File: src/rtl/cmp_pkg.sv
// Shared types and helpers for the sliced magnitude comparator.
// A compare result is a {gt, lt} pair; equality is implied when both are 0.
// merge_result combines a more significant slice with a less significant one.
package cmp_pkg;

    localparam int SLICE_W = 2;

    typedef struct packed {
        logic gt;
        logic lt;
    } cmp_result_t;

    // A more significant slice that already differs decides the result;
    // only when it is equal does the less significant slice get a say.
    function automatic cmp_result_t merge_result(cmp_result_t hi, cmp_result_t lo);
        if (hi.gt || hi.lt) begin
            return hi;
        end
        return lo;
    endfunction

endpackage

File: src/rtl/cmp2_slice.sv
// Purpose: unsigned compare of one 2-bit operand slice.
// Latency: combinational.
// Backpressure: none.
module cmp2_slice
    import cmp_pkg::*;
(
    input  logic [SLICE_W-1:0] a_s,
    input  logic [SLICE_W-1:0] b_s,
    output logic               gt,
    output logic               lt
);

    assign gt = (a_s > b_s);
    assign lt = (a_s < b_s);

endmodule

File: src/rtl/cmp4_registered.sv
// Purpose: registered unsigned greater/less/equal compare of two WIDTH-bit operands.
// Latency: 1 cycle from in_valid sample to out_valid.
// Backpressure: none; accepts a new pair every cycle, flags hold while in_valid is low.
module cmp4_registered
    import cmp_pkg::*;
#(
    parameter int WIDTH = 4
) (
    input  logic             clk,
    input  logic             rst_n,
    input  logic             in_valid,
    input  logic [WIDTH-1:0] a,
    input  logic [WIDTH-1:0] b,
    output logic             out_valid,
    output logic             greater,
    output logic             less,
    output logic             equal
);

    localparam int NSLICE = WIDTH / SLICE_W;

    if ((WIDTH < SLICE_W) || ((WIDTH % SLICE_W) != 0)) begin : g_bad_width
        $fatal(1, "cmp4_registered: WIDTH must be even and at least 2");
    end

    // Per-slice compare results.
    logic [NSLICE-1:0] w_slice_gt;
    logic [NSLICE-1:0] w_slice_lt;

    // Merge chain, index NSLICE is the empty (equal) seed above the MSB slice;
    // index 0 is the fully merged result.
    logic [NSLICE:0]   w_chain_gt;
    logic [NSLICE:0]   w_chain_lt;

    logic              w_gt_all;
    logic              w_lt_all;
    logic              w_eq_all;

    assign w_chain_gt[NSLICE] = 1'b0;
    assign w_chain_lt[NSLICE] = 1'b0;

    for (genvar i = 0; i < NSLICE; i++) begin : g_slice
        cmp2_slice u_slice (
            .a_s (a[i*SLICE_W +: SLICE_W]),
            .b_s (b[i*SLICE_W +: SLICE_W]),
            .gt  (w_slice_gt[i]),
            .lt  (w_slice_lt[i])
        );

        assign {w_chain_gt[i], w_chain_lt[i]} = merge_result(
            cmp_result_t'{gt: w_chain_gt[i+1], lt: w_chain_lt[i+1]},
            cmp_result_t'{gt: w_slice_gt[i],   lt: w_slice_lt[i]});
    end

    assign w_gt_all = w_chain_gt[0];
    assign w_lt_all = w_chain_lt[0];
    assign w_eq_all = ~w_gt_all & ~w_lt_all;

    logic r_out_valid;
    logic r_greater;
    logic r_less;
    logic r_equal;

    // Capture the merged result on a valid sample; otherwise hold the flags
    // (so X on idle operands never reaches them) and drop out_valid.
    always_ff @(posedge clk or negedge rst_n) begin
        if (!rst_n) begin
            r_out_valid <= 1'b0;
            r_greater   <= 1'b0;
            r_less      <= 1'b0;
            r_equal     <= 1'b0;
        end else begin
            r_out_valid <= in_valid;
            if (in_valid) begin
                r_greater <= w_gt_all;
                r_less    <= w_lt_all;
                r_equal   <= w_eq_all;
            end
        end
    end

    assign out_valid = r_out_valid;
    assign greater   = r_greater;
    assign less      = r_less;
    assign equal     = r_equal;

endmodule

File: config.mk
export PLATFORM = sky130hd
export DESIGN_NAME = cmp4_registered
export DESIGN_NICKNAME = d
export VERILOG_FILES = /design/src/rtl/cmp_pkg.sv /design/src/rtl/cmp2_slice.sv /design/src/rtl/cmp4_registered.sv
export SDC_FILE = /design/constraint.sdc
export NUM_CORES = 1
export LEC_CHECK = 0
export CAP_MARGIN = 5
export CORE_AREA = 2 2 39 41
export DETAILED_ROUTE_END_ITERATION = 8
export DIE_AREA = 0 0 41 43
export SETUP_SLACK_MARGIN = 0.2
export SYNTH_ARGS = -nofsm -noshare
export SYNTH_HDL_FRONTEND = slang
export SYNTH_SLANG_ARGS = --single-unit
export TNS_END_PERCENT = 10
File: constraint.sdc
create_clock -name clk -period 0.8 [get_ports clk]
set_input_delay 0.12 -clock clk [delete_from_list [all_inputs] [get_ports clk]]
set_output_delay 0.12 -clock clk [all_outputs]
set_load 0.05 [all_outputs]
# Word level (Yosys, flattened, before mapping)

Cells that the tools add are included.

Mux-type cells: 3
Bitwise logic cells: 3
$lt $le $gt $ge: 4
Reduce and logical (&&, ||, !) cells: 1

Operators by type and width:

| operator                      | count |
|---|---|
| greater-than comparator 2 bit | 2 |
| less-than comparator 2 bit    | 2 |
| two-way mux 2 bit             | 2 |
| inverter 1 bit                | 2 |
| bitwise AND 1 bit             | 1 |
| logical OR 1 bit              | 1 |
| two-way mux 1 bit             | 1 |

Logic and storage cells: 15
Register bits after elaboration: 4

# Logic depth before layout (Yosys ltp)

Gate-level depths: netlist (run 1).

Depth in word-level cells: 6
Mapped depth: 5

# Hierarchy

Synthesis (run 1) repeated with hierarchy kept, for this count alone.

Cells, all modules: 28
Area, all modules: 287.8 µm²

By module, submodules not included:

| module          | sequential area each (µm²) | times used | area each (µm²) | cells an instance |
|---|---|---|---|---|
| cmp4_registered | 100.1                      | 1          | 157.7           | 14 |
| cmp2_slice      | 0.0                        | 2          | 65.1            | 7 |

# Worst setup path after synthesis (run 1)

Ideal clock, no wire load.

Kind: input-to-reg
Start: input b[3]
End: register r_equal, in the netlist equal
Path buffers: 0
Data arrival time: 0.837 ns
Stages on the path: 5
Path slack: -0.167 ns
Cells stage by stage: inv_1 > ha_1 > nor2b_1 > o221ai_2 > o22ai_1

Word-level cells in the longest chain between the ends: 6
Elaborated cells between the ends (all ways): 9
Those cells by class: order compare (2); mux (3); bitwise (3); reduce/logical (1)

Ends and longest elaborated chain:

| item                                                                               | line                               | source |
|---|---|---|
| start, declared                                                                    | cmp4_registered.sv:13              | `input logic [WIDTH-1:0] b,` |
| greater-than comparator 2 bit / less-than comparator 2 bit (equally long branches) | cmp2_slice.sv:13, cmp2_slice.sv:14 |  |
| logical OR 1 bit                                                                   | cmp_pkg.sv:16                      | `if (hi.gt \|\| hi.lt) begin` |
| two-way mux 1 bit                                                                  | cmp_pkg.sv:16                      |  |
| two-way mux 2 bit (*)                                                              | cmp_pkg.sv:19                      | `return lo;` |
| inverter 1 bit                                                                     | cmp4_registered.sv:57              | `assign w_eq_all = ~w_gt_all & ~w_lt_all;` |
| bitwise AND 1 bit (*)                                                              | cmp4_registered.sv:57              |  |
| end signal, assigned                                                               | cmp4_registered.sv:77              | `r_equal <= w_eq_all;` |
| end, declared                                                                      | cmp4_registered.sv:62              | `logic r_equal;` |

Mark *: on every way between the ends. The rest lies on a longest branch, timed or not. The select of a mux whose other input is x is not followed.
A chain may end at the register's enable or synchronous reset.

# Final worst setup path (run 1)

Start: register r_less, in the netlist less
End: output less

RTL lines:

| item                   | line                  | source |
|---|---|---|
| start, declared        | cmp4_registered.sv:61 | `logic r_less;` |
| start signal, assigned | cmp4_registered.sv:76 | `r_less <= w_lt_all;` |
| end, declared          | cmp4_registered.sv:16 | `output logic less,` |

No word-level cell between the ends.

==> out/metrics.cfg, run 1 <==
[outcome]
run_status=finished with violations
violations=negative setup slack

[finish]
area_growth_pct=115
diodes=0
post_route_cells_drive_above_1_share_pct=62.8
final_common_cell=buf_2
finalNetCount=59
final-seq-area_um2=101
multi_input_area_um2=185
layout_common_cells=5 x buf_2, 4 x inv_2, 4 x ha_4, 4 x buf_12
fillers=143

[clock_network]
cts_tree=done
clk_latency_ns=0.23
htree_num_levels=1
postCtsHoldBufs=0
numCtsBuffers=3
cts-root-buf=clkbuf_4
cts.clk_slew.worst_paths_ns=0.04
cts_sinks=4
clockBufferDepth=2

[timing]
postLayoutSetupSlackWorst_ns=-0.124
layout_worst_path_cycle_share_pct=115
timing.hold.ws_ns=0.0851
final-max-slew-violation-count=0
hold_viol=0
worst_pin_slew_ns=0.207
setup-violations-final=7
finClkSkew_ns=0
relSlewSlack_pct=86.2
rsz0062_at_grt=true
max_freq_mhz=1080
period_needed_ns=0.924

[drt]
viasPerCell=4.00
firstDrtPassIters=1
num_vias=236
drtIter0Drc=0
wl_per_cell_um=9.31
wirelength_um=549
ant_nets=0
drc=0

[yosys]
synth-xor-area-share_pct=0
synth_top_family_by_area=adder cells
synth_compound_area_share_pct=14.4
syn_inst=23
synthAdderAreaFrac_pct=20.6
ys_warn_count=0
muxShareOfSynthArea_pct=0
synthSimpleGateAreaFrac_pct=14.4
ys_ff_latch=4
syn_area_um2=243
syn_avg_cell_area_um2=10.6
seq_area_frac_synth_pct=41.2
synth_cell_types=10
mappedNetlistNets=38

[worst_setup_path]
path_max_fanout=2
crit_chain=buf_12
slowest_delay_ns=0.40
cp_top_family=flip-flops
endpoint_kind=primary output
startpoint_type=flip-flop
crit_buf_inv=1
slowest_stage=dfrtp_1
required_ns=0.68
worstSetupPathType=reg2out
arrival_ns=0.80

[grt]
grt-ovfl-total=0
track_usage_pct=8.57
grt_first_pass_wirelength_um=924
grt_start_max_net_pins=6
grt_pass1_vias=248
antenna_found_initial=0

[placement]
dp_worst_setup_slack_ns=-0.644
gp_congestion=0.590
port_buffers=14

[floorplanning]
die_h_um=43
fp-row-count=14
ios=15
die_area_mm2=0.00176
design.core.area_mm2=0.00138
die_x_um=41
start_util_pct=17.5

[power]
p_clk_share_pct=32.8
p_int_w=0.000588
p_switching_w=0.000257
leakage_nw=0.233
total_power_w=0.000845
ir_worst_vdd_v=0.000951
power_density_mw_per_mm2=1620
combPwrFrac_pct=38.2
p_sw_share_pct=30.4
seqPwrFrac_pct=29.0

[min_path]
hold_class=in2async

[flow_run]
timing.max_cap.violations=0

-- power groups by stage --
stage | clock [W] | combinational [W] | sequential (W)
floorplan | 0 | 0.0000895 | 0.000306
CTS | 0.000297 | 0.000325 | 0.000246
global route | 0.000322 | 0.000345 | 0.000247
global placement | 0 | 0.000318 | 0.000247
detailed placement | 0 | 0.000321 | 0.000248
finish | 0.000277 | 0.000323 | 0.000245
-- metal layers --
layer	up-vias	global-route usage, %	wire, um
li1	121	-	-
met5	-	0	0
met2	13	11.9	279
met3	0	9.42	78
met4	0	2.00	0
met1	102	8.47	190
-- Yosys cell counts, drive strengths merged --
library cell	n	area [um2]
and4	1	8.76
dfrtp	4	100
ha	4	50.1
inv	6	22.5
nand3b	1	7.51
nand4	1	6.26
nor2b	2	12.5
o21a	1	7.51
o221ai	1	15.0
o22ai	2	12.5
-- flip-flops by register name (all words and copies together) (netlist names) --
register and count:
less 1, greater 1, out_valid 1, equal 1
-- through the flow --
step                      TNS (ns)  instance area [um2]  cells  utilization (%)
final                       -0.540                  523     59             37.8
after global routing        -0.764                  523     59             37.8
after CTS                   -0.555                  523     59             37.8
after detailed placement     -1.86                  492     54             35.5
after global placement       -1.85                  492     54             35.5
after floorplan             -0.284                  284     23                -
-- final cells by class --
class	instances	area share, %
Clock buffer	4	5.02
Multi-Input combinational cell	13	35.4
Sequential cell	4	19.4
Timing Repair Buffer	16	32.1
Inverter	6	4.31
Tap cell	16	3.83
-- cell families after synthesis --
logic type                 count (synthesis)
and+or+nand+nor                            5
DFF                                        4
AOI/OAI and AO/OA                          4
buffers and inverters                      6
adders and majority gates                  4
-- worst paths after layout --
kind | startpoint | end | slack, ns | cells after the start
min | rst_n | out_valid | 0.09 | 1
min reg2reg | less | less | 0.55 | 1
max | less | less | -0.12 | 1
min in group clk | in_valid | out_valid | 0.23 | 1
max in group asynchronous | rst_n | greater | 0.53 | 1
max reg2reg | less | less | 0.11 | 1
-- repair_timing --
item / 4_1_cts / 5_1_grt
buffers inserted: 1 / 0
resized for setup: 29 / 0
setup endpoints to repair: 7 / 7
hold endpoints to repair: 0 / 0
pin swaps: 7 / 1
(Power assumes the default switching activity.)
==> inputs of run 2 (changes only) <==
--- a/config.mk
+++ b/config.mk
@@ -9,6 +9,7 @@
 export CORE_AREA = 2 2 39 41
 export DETAILED_ROUTE_END_ITERATION = 8
 export DIE_AREA = 0 0 41 43
+export RECOVER_POWER = 50
 export SETUP_SLACK_MARGIN = 0.2
 export SYNTH_ARGS = -nofsm -noshare
 export SYNTH_HDL_FRONTEND = slang
==> run 2 against run 1 <==
Net effect:
- the run still ends with negative setup slack left
- via count is the same
- first-iteration DRC count is the same
- design area is the same
- global-route usage is the same
- maximum frequency is the same
- total power shrank 0.12%
- non-clock buffer count is the same
- clock power is essentially flat
- sequential share of layout area is the same
- final cell count is the same
- wire length shrank 0.18%
- largest cell class unchanged
- highest routed layer unchanged
==> out/metrics.cfg, run 2 (same netlist as run 1, synthesis figures left out) <==
[grt]
grt_first_pass_wirelength_um=924  ; unchanged
antenna_found_initial=0  ; unchanged
grt-ovfl-total=0  ; unchanged
grt_pass1_vias=248  ; unchanged
track_usage_pct=8.57  ; unchanged
grt_start_max_net_pins=6  ; unchanged

[floorplanning]
ios=15  ; unchanged
die_area_mm2=0.00176  ; unchanged
fp-row-count=14  ; unchanged
die_h_um=43  ; unchanged
start_util_pct=17.5  ; unchanged
design.core.area_mm2=0.00138  ; unchanged
die_x_um=41  ; unchanged

[timing]
rsz0062_at_grt=true  ; unchanged
finClkSkew_ns=0  ; unchanged
final-max-slew-violation-count=0  ; unchanged
max_freq_mhz=1080  ; unchanged
setup-violations-final=7  ; unchanged
worst_pin_slew_ns=0.207  ; unchanged
hold_viol=0  ; unchanged
layout_worst_path_cycle_share_pct=115  ; unchanged
relSlewSlack_pct=86.2  ; unchanged
postLayoutSetupSlackWorst_ns=-0.124  ; unchanged
tns_ns=-0.540  ; unchanged
period_needed_ns=0.924  ; unchanged
timing.hold.ws_ns=0.155  ; was 0.0851 ns

[finish]
fin_cells=59  ; unchanged
finalNetCount=59  ; unchanged
diodes=0  ; unchanged
post_route_cells_drive_above_1_share_pct=62.8  ; unchanged
area_growth_pct=115  ; unchanged
fin_util_pct=37.8  ; unchanged
final_common_cell=buf_2  ; unchanged
layout_common_cells=5 x buf_2, 4 x inv_2, 4 x ha_4, 4 x buf_12  ; unchanged

[drt]
drc=0  ; unchanged
num_vias=236  ; unchanged
firstDrtPassIters=1  ; unchanged
drtIter0Drc=0  ; unchanged
ant_nets=0  ; unchanged
wl_per_cell_um=9.29  ; was 9.31 um
wirelength_um=548  ; was 549 um
viasPerCell=4.00  ; unchanged

[power]
p_int_w=0.000587  ; was 0.000588 W
combPwrFrac_pct=38.1  ; was 38.2%
seqPwrFrac_pct=29.1  ; was 29.0%
p_sw_share_pct=30.4  ; about the same
leakage_nw=0.233  ; about the same
ir_worst_vdd_v=0.000951  ; about the same
p_switching_w=0.000257  ; unchanged
p_clk_share_pct=32.8  ; about the same
power_density_mw_per_mm2=1610  ; was 1620 mW/mm2

[placement]
dp_cells=54  ; unchanged
gp_congestion=0.590  ; unchanged
port_buffers=14  ; unchanged

[min_path]
hold_class=in2async  ; unchanged

[worst_setup_path]
slowest_stage=dfrtp_1  ; unchanged
endpoint_kind=primary output  ; unchanged
slowest_delay_ns=0.40  ; about the same
cp_top_family=flip-flops  ; unchanged
crit_chain=buf_12  ; unchanged
crit_buf_inv=1  ; unchanged
startpoint_type=flip-flop  ; unchanged
cp-startpoint=less  ; unchanged
worstSetupPathType=reg2out  ; unchanged
path_max_fanout=2  ; unchanged
r2r-start=less  ; unchanged
arrival_ns=0.80  ; about the same
required_ns=0.68  ; about the same

[clock_network]
cts-root-buf=clkbuf_4  ; unchanged
cts.clk_slew.worst_paths_ns=0.04  ; about the same
htree_num_levels=1  ; unchanged
cts_sinks=4  ; unchanged
clk_latency_ns=0.23  ; about the same
clockBufferDepth=2  ; unchanged
postCtsHoldBufs=0  ; unchanged
numCtsBuffers=3  ; unchanged
cts_tree=done  ; unchanged

[flow_run]
timing.max_cap.violations=0  ; unchanged

[outcome]
violations=negative setup slack  ; unchanged
run_status=finished with violations  ; unchanged

run 2: per-stage QoR:
stage               cell area (um2)  total power (W)  setup slack (ns)
floorplan                       284         0.000396            -0.104
CTS                             523         0.000868            -0.136
global route                    523         0.000913            -0.160
global placement                492         0.000566            -0.633
detailed placement              492         0.000570            -0.644
finish                          523         0.000844            -0.124
run 2: metal layers:
| metal | share of wire (%) | track usage [%] |
|---|---|---|
| met3 | 14 | 9.42 |
| met1 | 35 | 8.47 |
| met4 | 0 | 2.00 |
| met5 | 0 | 0 |
| met2 | 51 | 11.9 |
run 2: cell type report:
cell class | count | area (um2)
Fill cell | 143 | 861
Multi-Input combinational cell | 13 | 185
Timing Repair Buffer | 16 | 168
Sequential cell | 4 | 101
Clock buffer | 4 | 26.3
Inverter | 6 | 22.5
Tap cell | 16 | 20.0
run 2: final timing paths:
kind / endpoint / slack, ns / depth (start not counted)
min reg2reg: less / 0.55 / 1
max reg2reg: less / 0.11 / 1
min in group clk: out_valid / 0.23 / 1
max in group asynchronous: greater / 0.46 / 1
min: out_valid / 0.16 / 1
max: less / -0.12 / 1
run 2: timing repair:
item	in CTS	in global routing
hold endpoints to repair	0	0
setup buffers	1	0
gates resized for setup	29	0
pin swaps	7	1
endpoints found under the setup margin	7	7
run 2: power groups by stage:
stage	logic, W	registers, W	clock network, W
floorplan	0.0000895	0.000306	0
global placement	0.000318	0.000247	0
detailed placement	0.000321	0.000248	0
CTS	0.000325	0.000246	0.000297
global route	0.000344	0.000247	0.000322
finish	0.000322	0.000245	0.000277
